--- src/rtl/mem_bridge.sv ---
// ============================================================================
// mem_bridge
// ----------------------------------------------------------------------------
// Bridges the 6502 core memory port to an external asynchronous SRAM/ROM bus.
// Each accepted request performs one byte read or write with an IDLE -> SETUP
// -> ACCESS(WAIT_STATES+1) -> DONE sequence. The active-low strobes come
// straight from flops, so they are glitch-free. Read data is registered, and a
// one-cycle cpu_done pulse marks each completed transfer.
//
// Optional feature: define MEM_BRIDGE_RESET_VECTOR_EN to serve reads of
// 16'hFFFC/16'hFFFD from RESET_VECTOR. Those reads keep mem_ce_n/mem_oe_n high.
//
// Parameters:
//   WAIT_STATES  - extra ACCESS cycles per transfer (0..15)
//   RESET_VECTOR - vector served when MEM_BRIDGE_RESET_VECTOR_EN is defined
//
// Ports:
//   clk, reset            - system clock (rising edge), async active-high reset
//   cpu_addr/cpu_wr_data  - request address / write data
//   cpu_we, cpu_req       - 1 = write; request strobe (sampled while ready)
//   cpu_ready             - bridge accepts a request this cycle
//   cpu_done, cpu_rd_data - completion pulse, registered read data
//   mem_addr/mem_wr_data  - registered external address / write data
//   mem_rd_data           - external read data
//   mem_ce_n/oe_n/we_n    - active-low external strobes
// ============================================================================
module mem_bridge #(
    parameter int unsigned WAIT_STATES  = 1,
    parameter logic [15:0] RESET_VECTOR = 16'h0200
) (
    input  logic        clk,
    input  logic        reset,
    input  logic [15:0] cpu_addr,
    input  logic [7:0]  cpu_wr_data,
    input  logic        cpu_we,
    input  logic        cpu_req,
    output logic        cpu_ready,
    output logic        cpu_done,
    output logic [7:0]  cpu_rd_data,
    output logic [15:0] mem_addr,
    output logic [7:0]  mem_wr_data,
    input  logic [7:0]  mem_rd_data,
    output logic        mem_ce_n,
    output logic        mem_oe_n,
    output logic        mem_we_n
);

    localparam logic [1:0] S_IDLE   = 2'd0;
    localparam logic [1:0] S_SETUP  = 2'd1;
    localparam logic [1:0] S_ACCESS = 2'd2;
    localparam logic [1:0] S_DONE   = 2'd3;

    logic [1:0]  r_state;
    logic [3:0]  r_cnt;
    logic        r_we;
    logic        r_vec;
    logic [15:0] r_addr;
    logic [7:0]  r_wr_data;
    logic [7:0]  r_rd_data;
    logic        r_ce_n;
    logic        r_oe_n;
    logic        r_we_n;

    logic [1:0]  w_next_state;
    logic        w_ready;
    logic        w_accept;
    logic        w_last;
    logic        w_hit;
    logic        w_next_we;
    logic        w_next_vec;
    logic        w_bus_active;
    logic [7:0]  w_vec_byte;

    assign w_ready  = (r_state == S_IDLE) || (r_state == S_DONE);
    assign w_accept = cpu_req && w_ready;
    assign w_last   = (r_state == S_ACCESS) && (r_cnt == 4'd0);

`ifdef MEM_BRIDGE_RESET_VECTOR_EN
    // Only reads of the 6502 reset vector pair (16'hFFFC/16'hFFFD) are served
    // locally. Writes to those addresses still go to the bus.
    assign w_hit = !cpu_we && (cpu_addr[15:1] == 15'h7FFE);
`else
    assign w_hit = 1'b0;
`endif

    assign w_vec_byte = r_addr[0] ? RESET_VECTOR[15:8] : RESET_VECTOR[7:0];

    always_comb begin
        w_next_state = r_state;
        case (r_state)
            S_IDLE:   if (w_accept) w_next_state = S_SETUP;
            S_SETUP:  w_next_state = S_ACCESS;
            S_ACCESS: if (r_cnt == 4'd0) w_next_state = S_DONE;
            S_DONE:   w_next_state = w_accept ? S_SETUP : S_IDLE;
            default:  w_next_state = S_IDLE;
        endcase
    end

    // The strobe flops are loaded from the next-state decode. This keeps them
    // cycle-aligned with r_state while still driving the pins from registers.
    assign w_next_we    = w_accept ? cpu_we : r_we;
    assign w_next_vec   = w_accept ? w_hit  : r_vec;
    assign w_bus_active = (w_next_state == S_SETUP) || (w_next_state == S_ACCESS);

    always_ff @(posedge clk or posedge reset) begin
        if (reset) begin
            r_state   <= S_IDLE;
            r_cnt     <= '0;
            r_we      <= 1'b0;
            r_vec     <= 1'b0;
            r_addr    <= '0;
            r_wr_data <= '0;
            r_rd_data <= '0;
            r_ce_n    <= 1'b1;
            r_oe_n    <= 1'b1;
            r_we_n    <= 1'b1;
        end else begin
            r_state <= w_next_state;

            if (w_accept) begin
                r_addr    <= cpu_addr;
                r_wr_data <= cpu_wr_data;
                r_we      <= cpu_we;
                r_vec     <= w_hit;
            end

            // WAIT_STATES is limited to 0..15 by the 4-bit counter.
            if (r_state == S_SETUP) begin
                r_cnt <= 4'(WAIT_STATES);
            end else if ((r_state == S_ACCESS) && (r_cnt != 4'd0)) begin
                r_cnt <= r_cnt - 4'd1;
            end

            if (w_last && !r_we) begin
                r_rd_data <= r_vec ? w_vec_byte : mem_rd_data;
            end

            r_ce_n <= !w_bus_active || w_next_vec;
            r_oe_n <= !(w_bus_active && !w_next_we) || w_next_vec;
            r_we_n <= !((w_next_state == S_ACCESS) && w_next_we);
        end
    end

    assign cpu_ready   = w_ready;
    assign cpu_done    = (r_state == S_DONE);
    assign cpu_rd_data = r_rd_data;
    assign mem_addr    = r_addr;
    assign mem_wr_data = r_wr_data;
    assign mem_ce_n    = r_ce_n;
    assign mem_oe_n    = r_oe_n;
    assign mem_we_n    = r_we_n;

endmodule

--- config.mk ---
export PLATFORM = sky130hd
export DESIGN_NAME = mem_bridge
export DESIGN_NICKNAME = d
export VERILOG_FILES = /design/src/rtl/mem_bridge.sv
export SDC_FILE = /design/constraint.sdc
export NUM_CORES = 1
export LEC_CHECK = 0
export BUFFER_PORTS_ARGS = -buffer_cell sky130_fd_sc_hd__buf_2
export CAP_MARGIN = 15
export CORE_UTILIZATION = 51
export DETAILED_ROUTE_END_ITERATION = 10
export HOLD_SLACK_MARGIN = 0.03
export PLACE_DENSITY = 0.83
export SLEW_MARGIN = 25
export SYNTH_ARGS = -nofsm -noshare
export SYNTH_HDL_FRONTEND = slang
export SYNTH_SLANG_ARGS = --single-unit
--- constraint.sdc ---
create_clock -name clk -period 5.9 [get_ports clk]
set_input_delay 0.885 -clock clk [delete_from_list [all_inputs] [get_ports clk]]
set_output_delay 0.885 -clock clk [all_outputs]
set_load 0.01 [all_outputs]
==> impl_metrics.ini, run 1 <==
[cts]
cts_hold_buf = 0
cts_buffer_depth = 2
clock-root-buffer = clkbuf_4
postCtsSetupBuffers = 0
cts_buffers = 5
cts_tree = built
ctsResizeCount = 0
htree_levels = 2
clk_pin_slew_worst_paths_ps = 120
clk-insertion-delay-late_ps = 350
cts_sinks = 43

[logic_synthesis]
synth_warnings = 0
syn_inst = 140
ys_seq_elements = 43
synth_top_family_by_area = multiplexers
syn_nets = 183
synth_area_leader_cell = dfrtp_1
synth-compound-area-share = 0.1039
synth_area_um2 = 1867
yosysTopAreaCellShare = 0.5362
synthMuxAreaShare = 0.1615
postSynthAreaPerCell_um2 = 13.33
synth_seq_area_share = 0.5784
synth_cell_types = 30
synth-simple-area-share = 0.04826
ys_top_cells_by_area = dfrtp_1 54%, mux2_2 15%, ha_1 4.7%
synth_fa_ha_area_frac = 0.04692
synthXorXnorAreaFrac = 0

[cells_and_area]
fin_util = 0.6784
stdcell_count = 260
n_antenna_cell = 0
final_cell_mix = 72 x buf_2, 40 x dfrtp_1, 25 x mux2_2
finalNetCount = 256
regArea_um2 = 1080
multi_input_area_um2 = 673.1
area_delta_synth_final_pct = 24.13
layout-drive-gt1-share = 0.5421
final_common_cell = buf_2
design_area_um2 = 2317
fill_cells = 277

[placed_design]
place.gp.congestion = 0.7391
port_buffers = 72
dp_cells = 252
dp_hpwl_um = 2455
place_area_um2 = 2242

[die]
die_width_um = 62.50
row_count = 21
die-area_um2 = 3906
initial_core_util = 0.5465
coreArea_um2 = 3416
ios = 73
die_h_um = 62.50

[setup_path]
cp-end-kind = flip-flop
path_class = reg -> reg
cp.arrival_ps = 2910
worstPathMaxFanout = 17
critPathRequiredTime_ps = 6190
startpoint_type = flip-flop

[power_and_ir_drop]
leakagePower_uw = 0.001158
p_per_area_nw_per_um2 = 563.0
vdd_ir_drop_max_uv = 297.0

[sta]
finalCritPeriodShare = 0.4441
slew_viol_final = 0
rsz0062_at_grt = no
fmax_mhz = 381.6
worst_slew_pin_slew_ps = 748.1
min_period_ps = 2620
hold_viol = 0
fin_setup_tns_ps = 0
max_slew_margin = 0.4984
fin_worst_skew_ps = 11.83
finalSetupViolCount = 0

[run]
maxCapViolCount = 0

[route]
drt_wl_total_um = 3387
route.detailed.drc = 0
avgViaCountPerCell = 5.054
drt_iter0_markers = 97
firstDrtPassIters = 5
vias = 1314
ant_nets = 0
wl_per_cell_um = 13.03

[global_route]
overflow = 0
grt_pass1_vias = 1249
antenna_found_initial = 0
grt_usage = 0.1995
grt_pass1_wl_um = 5920
grt_max_degree = 44

[hold_path]
hold_path.class = reg -> reg

[outcome]
status = complete, no violations
cell families (layout without fill, tap and decap cells):
logic type      Yosys count  count (layout)
simple gates             15              15
compound gates           25              25
mux                      27              27
flops                    43              43
buf+inv                  23              97
fa+ha+maj                 7               7
synth_stat cells:
master / number
or3b_4: 1
dfstp_2: 3
inv_1: 15
and3_1: 1
o21ai_1: 6
clkbuf_1: 1
nand4bb_1: 1
buf_6: 3
nand2b_1: 1
nand2_1: 3
buf_2: 4
o41ai_1: 6
ha_1: 7
or2_2: 1
o21bai_1: 2
mux2_2: 25
o21ai_2: 2
mux2i_1: 2
dfrtp_1: 40
a211o_2: 1
nor3b_1: 1
nor2_1: 4
nor4b_1: 1
o221a_2: 1
o41ai_2: 1
o21ai_0: 1
o31ai_2: 1
a311oi_1: 1
and2_1: 1
a21oi_1: 3
report_power, final:
part           internal [uW]  switching [uW]  leakage (uW)
logic                    305             279      0.000611
registers                449            96.0      0.000508
clock network           89.9            86.2     0.0000395
total                    843             461       0.00116
routing by layer:
| layer | up-vias | routed length [um] | global-route usage |
|---|---|---|---|
| met5 | - | 0 | 0 |
| met4 | 0 | 67 | 0.09593 |
| met3 | 5 | 204 | 0.06569 |
| met2 | 41 | 1670 | 0.3125 |
| met1 | 636 | 1444 | 0.2485 |
| li1 | 632 | - | - |
registers in the layout, summed over array words and instances, names as in the netlist:
signal and flops:
r_vec 1, mem_we_n 1, mem_wr_data 8, cpu_rd_data 8
r_cnt 4, mem_addr 16, r_we 1, mem_ce_n 1
r_state 2, mem_oe_n 1
path summary, 6_finish.rpt:
path,startpoint,end,slack (ps),cells after the start
worst max register to register,r_state[0]$_DFF_PP0_,mem_ce_n$_DFF_PP1_,3280,6
worst min register to register,cpu_rd_data[2]$_DFFE_PP0P_,cpu_rd_data[2]$_DFFE_PP0P_,500,2
worst max-delay path,r_state[0]$_DFF_PP0_,mem_ce_n$_DFF_PP1_,3280,6
worst min-delay path,cpu_rd_data[2]$_DFFE_PP0P_,cpu_rd_data[2]$_DFFE_PP0P_,500,2
min in group asynchronous,reset,mem_addr[5]$_DFFE_PP0N_,640,3
max in group asynchronous,reset,mem_oe_n$_DFF_PP1_,4880,3
metrics by stage:
| stage | worst slack [ps] | total power (uW) | hold WS, ps |
|---|---|---|---|
| 3_3_place_gp | 3351 | 1120 | 469.4 |
| 2_1_floorplan | 3874 | 955.2 | 520.4 |
| 6_report | 3280 | 1305 | 497.2 |
| 4_1_cts | 3279 | 1320 | 505.9 |
| 3_5_place_dp | 3307 | 1141 | 479.8 |
| 5_1_grt | 3008 | 1417 | 530.0 |
final cells by class:
cell class / instances / area share
clock buffer: 7 / 0.01944
clock inverter: 1 / 0.01296
inverter: 15 / 0.02430
multi-input combinational: 74 / 0.2905
sequential: 43 / 0.4660
tap: 46 / 0.02484
timing repair buffer: 74 / 0.1620
critical path, stage by stage, from the launching register on:
cell and delay (ps):
dfrtp_1 430, inv_1 90, ha_1 300, nand4bb_1 640, o221a_2 510, ha_1 300
or2_2 290
Note: power is estimated with default switching activity, not from simulation.
==> inputs of run 2 (changes only) <==
CORE_UTILIZATION = 43   (was 51)
PLACE_DENSITY = 0.75   (was 0.83)
clock period = 2.19 ns   (was 5.9 ns; I/O delays follow)
==> run 2 against run 1 <==
  * Maximum frequency grew 34%
  * Largest power group unchanged
  * Power grew to 2.7 times the previous value
  * Worst hold slack worse by 440 ps
  * Critical endpoint unchanged
  * First-iteration DRC count decreased by 53%
  * Cell area increased by 1.1%
  * Register-to-register slack worse by 3000 ps
  * Setup slack got worse by 3000 ps
  * Clock power grew to 2.8 times the previous value
  * Largest cell class unchanged
  * Flip-flop and latch count did not move
  * Sequential power rose to 2.7 times the previous value
  * Combinational power grew to 2.7 times the previous value
  * Clock skew down 4.9 ps
==> impl_metrics.ini, run 2 (synthesized netlist as in run 1, its figures left out) <==
[die]
initial_core_util = 0.4568
coreArea_um2 = 4086
die_width_um = 67.89
ios = 73
die-area_um2 = 4609
row_count = 23
die_h_um = 67.89

[cells_and_area]
final_cell_mix = 72 x buf_2, 40 x dfrtp_1, 25 x mux2_2
layout-drive-gt1-share = 0.5561
regArea_um2 = 1080
final_common_cell = buf_2
n_antenna_cell = 0
multi_input_area_um2 = 673.1
largest_reg_flops = 16
fill_cells = 350
area_delta_synth_final_pct = 25.54
finalNetCount = 257

[cts]
cts_tree = built
clk_pin_slew_worst_paths_ps = 70
ctsResizeCount = 0
cts_buffers = 5
clock-root-buffer = clkbuf_8
htree_levels = 2
postCtsSetupBuffers = 0
cts_sinks = 43
clk-insertion-delay-late_ps = 290
cts_buffer_depth = 2
cts_hold_buf = 0

[placed_design]
dp_hpwl_um = 2469
place.gp.congestion = 0.7221
port_buffers = 72

[sta]
hold_viol = 0
worst_slew_pin_slew_ps = 612.1
slew_viol_final = 0
min_period_ps = 1958
rsz0062_at_grt = no
fin_setup_tns_ps = 0
max_slew_margin = 0.5919
finalCritPeriodShare = 0.8940
fmax_mhz = 510.8
fin_worst_skew_ps = 6.903
finalSetupViolCount = 0

[power_and_ir_drop]
p_int_uw = 2287
p_sw_uw = 1252
power_uw = 3538
leakagePower_uw = 0.001172
p_sw_frac = 0.3537
p_per_area_nw_per_um2 = 1510
power_frac_seq = 0.413
power_frac_comb = 0.447
p_clk_frac = 0.140
vdd_ir_drop_max_uv = 787.7

[setup_path]
critPathMaxStageDelay_ps = 390
worstPathMaxFanout = 4
cp_cell_sequence = inv_1, ha_1, nand2b_1, o221a_2, ha_1, or2_2
cp_common_cell = ha_1
r2r_cells = 6
cp_top_family = adder cells
path_depth = 6
path_class = reg -> reg
worstReg2RegStart = r_state[0]$_DFF_PP0_
reg2reg_to = mem_ce_n$_DFF_PP1_
startpoint_type = flip-flop
rrSetupSlack_ps = 230
critPathRequiredTime_ps = 2400
cp.arrival_ps = 2170
cpMaxStageDelayCell = dfrtp_1
path_buf_inv = 1
cp-end-kind = flip-flop
startpoint = r_state[0]$_DFF_PP0_

[hold_path]
hold_path.class = in -> async

[route]
avgViaCountPerCell = 5.045
drt_iter0_markers = 46
firstDrtPassIters = 4
route.detailed.drc = 0
ant_nets = 0
wl_per_cell_um = 13.00
drt_wl_total_um = 3431
vias = 1332

[global_route]
grt_usage = 0.1625
antenna_found_initial = 0
grt_pass1_wl_um = 5340
overflow = 0
grt_pass1_vias = 1220
grt_max_degree = 32

[outcome]
status = complete, no violations

[run]
maxCapViolCount = 0
[run 2: cell count changes in the layout (fill, tap and decap cells not counted)]
cell / change
clkbuf_1: -2
clkbuf_8: +6
buf_4: +1
clkbuf_4: -5
clkinv_1: -1
bufinv_16: -1
clkinv_2: +2
[run 2: routing by layer]
metal / vias up / part of all wire / GRT usage / routed length, um
li1: 635 / - / - / -
met1: 645 / 0.43 / 0.1954 / 1478
met2: 45 / 0.48 / 0.2512 / 1639
met3: 7 / 0.074 / 0.07333 / 255
met4: 0 / 0.017 / 0.07031 / 57
met5: - / 0 / 0 / 0
[run 2: cell type report]
class                           count  area share
Clock buffer                        6     0.03524
Sequential cell                    43      0.4608
Tap cell                           50     0.02670
Timing Repair Buffer               75      0.1634
Inverter                           15     0.02456
Multi-Input combinational cell     74      0.2872
Clock inverter                      1    0.002136
[run 2: per-stage QoR]
step / utilization / instances / hold WS [ps] / area [um2] / worst slack [ps]
global placement: 0.5517 / 257 / 465.8 / 2255 / 301.2
detailed placement: 0.5521 / 257 / 383.2 / 2256 / 228.3
floorplan: - / 140 / 465.4 / 1867 / 199.2
global route: 0.5735 / 264 / 96.62 / 2344 / 150.9
finish: 0.5735 / 264 / 52.31 / 2344 / 232.1
CTS: 0.5735 / 264 / 62.15 / 2344 / 213.3
[run 2: worst max path at each step]
stage | endpoint | slack, ps
after floorplan | mem_ce_n$_DFF_PP1_ | 200
after CTS | mem_ce_n$_DFF_PP1_ | 210
after global routing | mem_ce_n$_DFF_PP1_ | 150
final | mem_ce_n$_DFF_PP1_ | 230
after detailed placement | mem_ce_n$_DFF_PP1_ | 230
after global placement | mem_ce_n$_DFF_PP1_ | 300
[run 2: power by group through the flow]
stage,logic (uW),registers [uW],clock network [uW]
3_3_place_gp,1570,1470,0
6_report,1580,1460,494
2_1_floorplan,997,1580,0
4_1_cts,1620,1460,513
3_5_place_dp,1610,1480,0
5_1_grt,1760,1520,539
==> inputs of run 3 (changes only) <==
CORE_UTILIZATION = 40   (was 43)
PLACE_DENSITY = 0.7   (was 0.75)
==> run 3 against run 2 <==
  * First-iteration DRC count increased by 2.2%
  * Register-to-register slack barely moved
  * Die area grew 7.3%
  * Flip-flop and latch count unchanged
  * Maximum frequency is 0.16% lower
  * Worst hold slack improved by 34 ps
  * Clock power increased by 7.9%
  * Sequential power is essentially flat
  * Routed wire length down 0.44%
  * Critical path depth stayed put
==> impl_metrics.ini, run 3 (synthesized netlist as in run 1, its figures left out) <==
[cells_and_area]
n_antenna_cell = 0
design_area_um2 = 2365
final_common_cell = buf_2
final_cell_mix = 72 x buf_2, 40 x dfrtp_1, 25 x mux2_2
finalNetCount = 258
largest_reg_flops = 16
area_delta_synth_final_pct = 26.68
fill_cells = 402
layout-drive-gt1-share = 0.5556

[setup_path]
worstPathMaxFanout = 4
critPathMaxStageDelay_ps = 400
cp_common_cell = ha_1
cpMaxStageDelayCell = dfrtp_1
cp.arrival_ps = 2180
critPathRequiredTime_ps = 2410
cp-end-kind = flip-flop
startpoint_type = flip-flop
cp_cell_sequence = inv_1, ha_1, nand2b_1, o221a_2, ha_1, or2_2
path_class = reg -> reg

[global_route]
grt_usage = 0.1537
grt_max_degree = 29
grt_pass1_wl_um = 5885
overflow = 0
grt_pass1_vias = 1332
antenna_found_initial = 0

[placed_design]
place.gp.congestion = 0.7764
place_area_um2 = 2265
port_buffers = 72
dp_hpwl_um = 2506

[cts]
clk-insertion-delay-late_ps = 280
postCtsSetupBuffers = 0
cts_sinks = 43
ctsResizeCount = 0
cts_buffers = 5
cts_tree = built
cts_buffer_depth = 2
clock-root-buffer = clkbuf_8
cts_hold_buf = 0
clk_pin_slew_worst_paths_ps = 70
htree_levels = 2

[die]
die-area_um2 = 4944
die_width_um = 70.32
die_h_um = 70.32
initial_core_util = 0.4229
coreArea_um2 = 4414
ios = 73
row_count = 24

[route]
firstDrtPassIters = 3
vias = 1300
drt_iter0_markers = 47
avgViaCountPerCell = 4.851
drt_wl_total_um = 3416
wl_per_cell_um = 12.75
route.detailed.drc = 0
ant_nets = 0

[sta]
hold_slack_ps = 86.73
min_period_ps = 1961
fin_setup_tns_ps = 0
hold_viol = 0
worst_slew_pin_slew_ps = 620.3
slew_viol_final = 0
finalSetupViolCount = 0
max_slew_margin = 0.5865
fmax_mhz = 509.9
finalCritPeriodShare = 0.8955
rsz0062_at_grt = no
fin_worst_skew_ps = 1.709

[run]
maxCapViolCount = 0

[power_and_ir_drop]
p_per_area_nw_per_um2 = 1510
vdd_ir_drop_max_uv = 815.0
leakagePower_uw = 0.001182

[outcome]
status = complete, no violations

[hold_path]
hold_path.class = in -> async
## run 3: cell types whose count changed in the layout (fill, tap and decap cells not counted), sizes merged
cell	delta
clkinv	-2
inv	+1
clkbuf	+2
buf	+1
## run 3: metrics by stage
| stage | cells | power, uW | setup WS, ps | util |
|---|---|---|---|---|
| 2_1_floorplan | 140 | 2573 | 199.2 | - |
| 3_3_place_gp | 260 | 3041 | 300.3 | 0.5130 |
| 3_5_place_dp | 260 | 3085 | 234.9 | 0.5130 |
| 4_1_cts | 268 | 3632 | 221.9 | 0.5357 |
| 5_1_grt | 268 | 3870 | 130.5 | 0.5357 |
| 6_report | 268 | 3571 | 228.9 | 0.5357 |
## run 3: worst paths after layout
path | endpoint | slack (ps) | depth (start not counted) | from
worst max-delay path | mem_ce_n$_DFF_PP1_ | 230 | 6 | r_state[0]$_DFF_PP0_
worst min-delay path | mem_addr[11]$_DFFE_PP0N_ | 90 | 2 | reset
worst max register to register | mem_ce_n$_DFF_PP1_ | 230 | 6 | r_state[0]$_DFF_PP0_
worst min register to register | cpu_rd_data[5]$_DFFE_PP0P_ | 490 | 2 | cpu_rd_data[5]$_DFFE_PP0P_
max in group asynchronous | mem_addr[12]$_DFFE_PP0N_ | 1520 | 3 | reset
min in group clk | mem_wr_data[1]$_DFFE_PP0N_ | 270 | 2 | cpu_wr_data[1]
## run 3: power by group
| group | switching (uW) | internal [uW] | leakage [uW] | total, uW |
|---|---|---|---|---|
| Clock | 246 | 288 | 0.0000515 | 533 |
| Combinational | 751 | 828 | 0.000622 | 1580 |
| Sequential | 248 | 1210 | 0.000508 | 1460 |
## run 3: metal layers
layer  global-route usage  wire length, um  share of wire
met2               0.2476             1638           0.48
met5                    0                0              0
met4              0.07333               64          0.019
met1               0.1799             1485           0.43
met3              0.05772              226          0.066
## run 3: layout make-up
| type | count | area (um2) | area share |
|---|---|---|---|
| well taps | 52 | 65.06 | 0.02751 |
| inverters | 15 | 56.30 | 0.02381 |
| clock buffers | 8 | 100.1 | 0.04233 |
| multi-input cells | 74 | 673.1 | 0.2847 |
| flip-flops and latches | 43 | 1080 | 0.4566 |
| repair buffers | 76 | 390.4 | 0.1651 |
## run 3: worst max-delay path: cells and delay by family, from the launching register on
kind,cells,cell delay [ps]
adders and majority gates,2,630
and+or+nand+nor,2,470
DFF,1,400
AOI/OAI and AO/OA,1,300
buffers and inverters,1,80
